==> src/rtl/phase_sequencer.sv <==
// Instruction-phase sequencer for the VeriRISC controller: run/step/stop
// control, halt and breakpoint handling, and a retired-instruction counter.
module phase_sequencer #(
  parameter int unsigned AW = 5,
  parameter int unsigned CW = 16
) (
  input  logic          clk,
  input  logic          rst,
  input  logic          halt,
  input  logic          run_req,
  input  logic          step_req,
  input  logic          stop_req,
  input  logic          resume,
  input  logic [AW-1:0] pc_addr,
  input  logic          bp_en,
  input  logic [AW-1:0] bp_addr,
  output logic [2:0]    phase,
  output logic          running,
  output logic          halted,
  output logic          bp_hit,
  output logic [CW-1:0] instr_cnt
);

  typedef enum logic [1:0] {IDLE, RUN, STEP, HALTED} state_t;

  state_t     state, state_n;
  logic [2:0] phase_n;
  logic       first, first_n;
  logic       stop_pend, stop_pend_n;
  logic       bp_hit_n;
  logic       cnt_inc;
  logic       bp_match;

  assign running = (state == RUN) || (state == STEP);
  assign halted  = (state == HALTED);

  // first suppresses the breakpoint on the instruction we restart from
  assign bp_match = bp_en && (pc_addr == bp_addr) && (phase == 3'd0) && !first;

  always_comb begin
    state_n     = state;
    phase_n     = phase;
    first_n     = first;
    stop_pend_n = stop_pend;
    bp_hit_n    = 1'b0;
    cnt_inc     = 1'b0;
    case (state)
      IDLE: begin
        phase_n     = 3'd0;
        stop_pend_n = 1'b0;
        if (run_req) begin
          state_n = RUN;
          first_n = 1'b1;
        end else if (step_req) begin
          state_n = STEP;
          first_n = 1'b1;
        end
      end
      RUN, STEP: begin
        if (halt) begin
          state_n     = HALTED;
          phase_n     = 3'd0;
          cnt_inc     = 1'b1;
          stop_pend_n = 1'b0;
        end else if (bp_match) begin
          state_n     = IDLE;
          bp_hit_n    = 1'b1;
          stop_pend_n = 1'b0;
        end else begin
          phase_n = phase + 3'd1;
          if (phase == 3'd0) first_n = 1'b0;
          if (state == RUN && stop_req) stop_pend_n = 1'b1;
          if (phase == 3'd7) begin
            cnt_inc = 1'b1;
            // a stop sampled on the wrap edge itself also ends here
            if (state == STEP || stop_pend || stop_req) begin
              state_n     = IDLE;
              stop_pend_n = 1'b0;
            end
          end
        end
      end
      HALTED: begin
        phase_n = 3'd0;
        if (resume) state_n = IDLE;
      end
      default: state_n = IDLE;
    endcase
  end

  always_ff @(posedge clk or posedge rst) begin
    if (rst) begin
      state     <= IDLE;
      phase     <= 3'd0;
      first     <= 1'b0;
      stop_pend <= 1'b0;
      bp_hit    <= 1'b0;
      instr_cnt <= '0;
    end else begin
      state     <= state_n;
      phase     <= phase_n;
      first     <= first_n;
      stop_pend <= stop_pend_n;
      bp_hit    <= bp_hit_n;
      if (cnt_inc) instr_cnt <= instr_cnt + 1'b1;
    end
  end

endmodule

==> config.mk <==
export PLATFORM = sky130hd
export DESIGN_NAME = phase_sequencer
export DESIGN_NICKNAME = d
export VERILOG_FILES = /design/src/rtl/phase_sequencer.sv
export SDC_FILE = /design/constraint.sdc
export NUM_CORES = 1
export LEC_CHECK = 0
export BUFFER_PORTS_ARGS = -buffer_cell sky130_fd_sc_hd__buf_2
export CAP_MARGIN = 0
export CORE_UTILIZATION = 35
export DETAILED_ROUTE_END_ITERATION = 6
export HOLD_SLACK_MARGIN = 0.08
export PLACE_DENSITY = 0.68
export SYNTH_ARGS = -nofsm -noshare
export SYNTH_HDL_FRONTEND = slang
export SYNTH_SLANG_ARGS = --single-unit
==> constraint.sdc <==
create_clock -name clk -period 4.8 [get_ports clk]
set_input_delay 0.96 -clock clk [delete_from_list [all_inputs] [get_ports clk]]
set_output_delay 0.96 -clock clk [all_outputs]
set_load 0.03 [all_outputs]
==> impl_metrics.yaml <==
pwr:
  leakage_nw: 0.934
  seq_power_share: 0.396
  combinationalPowerShare: 0.452
  power.switching_w: 0.000344
  pwr_density_cell_nw_per_um2: 435
  sw_frac_of_total: 0.445
  ir_worst_vdd_v: 0.000317
  p_int_w: 0.000428
  clock_power_share: 0.152
logic_synthesis:
  synth_ff_type: "dfrtp_1"
  synth_area_um2: 1490
  ys.warnings.count: 0
  ys_top_cells_by_count: "24 x dfrtp_1, 14 x xor2_1, 10 x ha_1"
  synth_edf_count: 0
  syn_nets: 161
  synth.most_common_cell: "dfrtp_1"
  ys_types: 38
  async_reset_ff_frac: 1.00
  synth_seq_cells: 24
  synthTopCellsByArea: "dfrtp_1 40%, ha_1 8.4%, xor2_1 8.2%"
  yosys.area.top_type: "dfrtp_1"
  yosysSeqAreaShare: 0.403
  yosys.area.top_type_share: 0.403
  post_synth_inst_count: 133
  syn_avg_cell_area_um2: 11.2
worst_hold_path:
  worstHoldStart: "instr_cnt[15]"
  min_to: "instr_cnt[15]"
  hold_class: "reg -> reg"
  whs_path_depth: 1
die:
  die_area_um2: 4520
  io_pins: 40
  coreArea_um2: 4030
  die_h_um: 67.2
  start_util: 0.370
  die_w_um: 67.2
  rows: 23
clock_network:
  cts_resized: 0
  cts_sinks: 24
  cts_buffer_depth: 2
  ctsHoldBuffers: 0
  htreeDepth: 1
  cts_tree: "done"
  root_buffer: "clkbuf_8"
  clkTransAtPathRegs_ns: 0.08
  cts_setup_buffers: 0
  numCtsBuffers: 3
  clock_latency_ns: 0.26
sta:
  worst_pin_slew_ns: 1.01
  max_slew_margin: 0.325
  rsz0062_at_grt: "false"
  finalSetupTns_ns: 0
  min_period_over_period: 0.526
  finalClockSkew_ns: 0.00484
  final_max_slew_viol_count: 0
  fmax_ghz: 0.396
  period_needed_ns: 2.53
  setup_viol: 0
  hold_viol_final: 0
global_route:
  grt.total_usage: 0.145
  grt_pass1_wl_mm: 4.95
  overflow: 0
  antenna_found_initial: 0
  grt_max_degree: 25
  grt_pass1_vias: 1070
worst_setup_path:
  reg2reg_depth: 7
  r2r_start: "phase[0]"
  startpoint: "bp_addr[2]"
  slowest_stage: "nor3_2"
  rr_endpoint: "instr_cnt[3]"
  worstSetupEndpointType: "flip-flop"
  crit_path_cell_trace: "buf_2 > xor2_2 > nand4bb_2 > nor3_2 > nor2_1 > xor2_1"
  crit_buf_inv: 1
  crit_type: "in -> reg"
  r2r_slack_ns: 2.44
  start_kind: "input pin"
  critical-path-top-delay-family: "simple AND/OR/NAND/NOR gates"
  path_max_fanout: 11
  worst_ep_required_time_ns: 4.94
  worstPathArrival_ns: 2.67
  max_stage_delay_ns: 0.79
outcome:
  status: "complete, no violations"
place:
  port-buffer-count: 39
  place_congestion: 0.787
  dpl.hpwl_mm: 2.23
detailed_routing:
  drt-met1-wl_mm: 1.47
  routed_wl_mm: 2.89
  wl_met3_um: 130
  drt_pass1_iterations: 4
  via_count: 1104
  drtIter0Drc: 40
  viasPerCell: 4.93
  met2WireLength_mm: 1.28
  ant_nets: 0
  highest_layer: "met4"
  route.detailed.drc: 0
  wl_per_cell_um: 12.9
final_layout:
  areaGrowthSynthToFinish_pct: 19.3
  final_net_count: 204
  antenna_cells: 0
  drive_gt1_frac: 0.374
  fin_util: 0.441
  fill_cells: 409
flow_run:
  maxCapViolCount: 0
-- per-layer routing --
metal / GRT usage / up-vias
li1: - / 551
met1: 0.190 / 519
met2: 0.246 / 32
met3: 0.0220 / 2
met4: 0.0399 / 0
met5: 0 / -
-- worst reg2reg max path, delay by kind of cell, from the launching register on --
family                   cells  cell delay (ns)
XOR/XNOR                     1             0.18
adder cells (fa/ha/maj)      1             0.19
buffers and inverters        1             0.11
flip-flops                   1             0.41
AND/OR/NAND/NOR              4             1.36
-- cell type report --
cell class              instances  area, um2  area share
well taps                      50       62.6      0.0352
flip-flops and latches         24        601       0.338
inverters                       9       33.8      0.0190
multi-input cells              99        843       0.475
repair buffers                 39        195       0.110
clock buffers                   3       41.3      0.0232
-- cell usage in the layout, fill, tap and decap left out, drive strengths merged, types with 2 or more instances in the layout --
cell | netlist | final
inv | 9 | 9
nand4 | 6 | 6
ha | 10 | 10
xor2 | 16 | 16
o21ai | 3 | 3
nand3 | 6 | 6
nand2 | 9 | 9
nor2 | 9 | 9
clkbuf | 0 | 3
xnor2 | 5 | 5
a21oi | 2 | 2
nor4 | 2 | 2
a211oi | 3 | 3
dfrtp | 24 | 24
mux2 | 2 | 2
nor3 | 11 | 11
buf | 1 | 39
-- per-stage QoR --
stage          hold WS (ns)  power (W)  setup slack, ns  cells  area, um2
5_1_grt               0.503   0.000833             2.16    224       1780
3_5_place_dp          0.473   0.000662             2.02    221       1740
2_1_floorplan         0.478   0.000562             2.56    133       1490
4_1_cts               0.485   0.000782             2.30    224       1780
3_3_place_gp          0.453   0.000653             2.07    221       1740
6_report              0.475   0.000772             2.27    224       1780
-- worst max-delay path by stage --
| stage | to | slack (ns) | depth (start not counted) |
|---|---|---|---|
| 2_1_floorplan | instr_cnt[1] | 2.56 | 5 |
| 3_3_place_gp | instr_cnt[3] | 2.07 | 6 |
| 3_5_place_dp | instr_cnt[3] | 2.02 | 6 |
| 4_1_cts | instr_cnt[3] | 2.30 | 6 |
| 5_1_grt | instr_cnt[3] | 2.16 | 6 |
| 6_report | instr_cnt[3] | 2.27 | 6 |
-- sequential cells by signal, indices dropped and copies added, names as in the netlist --
name       count
instr_cnt     16
phase          3
state          2
bp_hit         1
first          1
stop_pend      1
-- kinds of logic (layout without fill, tap and decap cells) --
| logic type | count (synthesis) | count (layout) | share of synthesized area |
|---|---|---|---|
| AND/OR/NAND/NOR | 49 | 49 | 0.228 |
| flip-flops | 24 | 24 | 0.403 |
| XOR/XNOR | 21 | 21 | 0.149 |
| AO/OA/AOI/OAI | 16 | 16 | 0.0840 |
| adder cells (fa/ha/maj) | 10 | 10 | 0.0840 |
| buffers and inverters | 10 | 51 | 0.0302 |
| multiplexers | 3 | 3 | 0.0218 |
-- power groups by stage --
stage                     clock [W]  combinational, W  sequential (W)
after detailed placement          0          0.000353        0.000309
after global routing       0.000131          0.000387        0.000315
after CTS                  0.000123          0.000354        0.000305
final                      0.000117          0.000349        0.000306
after floorplan                   0          0.000207        0.000355
after global placement            0          0.000344        0.000309
Note: power is estimated with default switching activity, not from simulation.
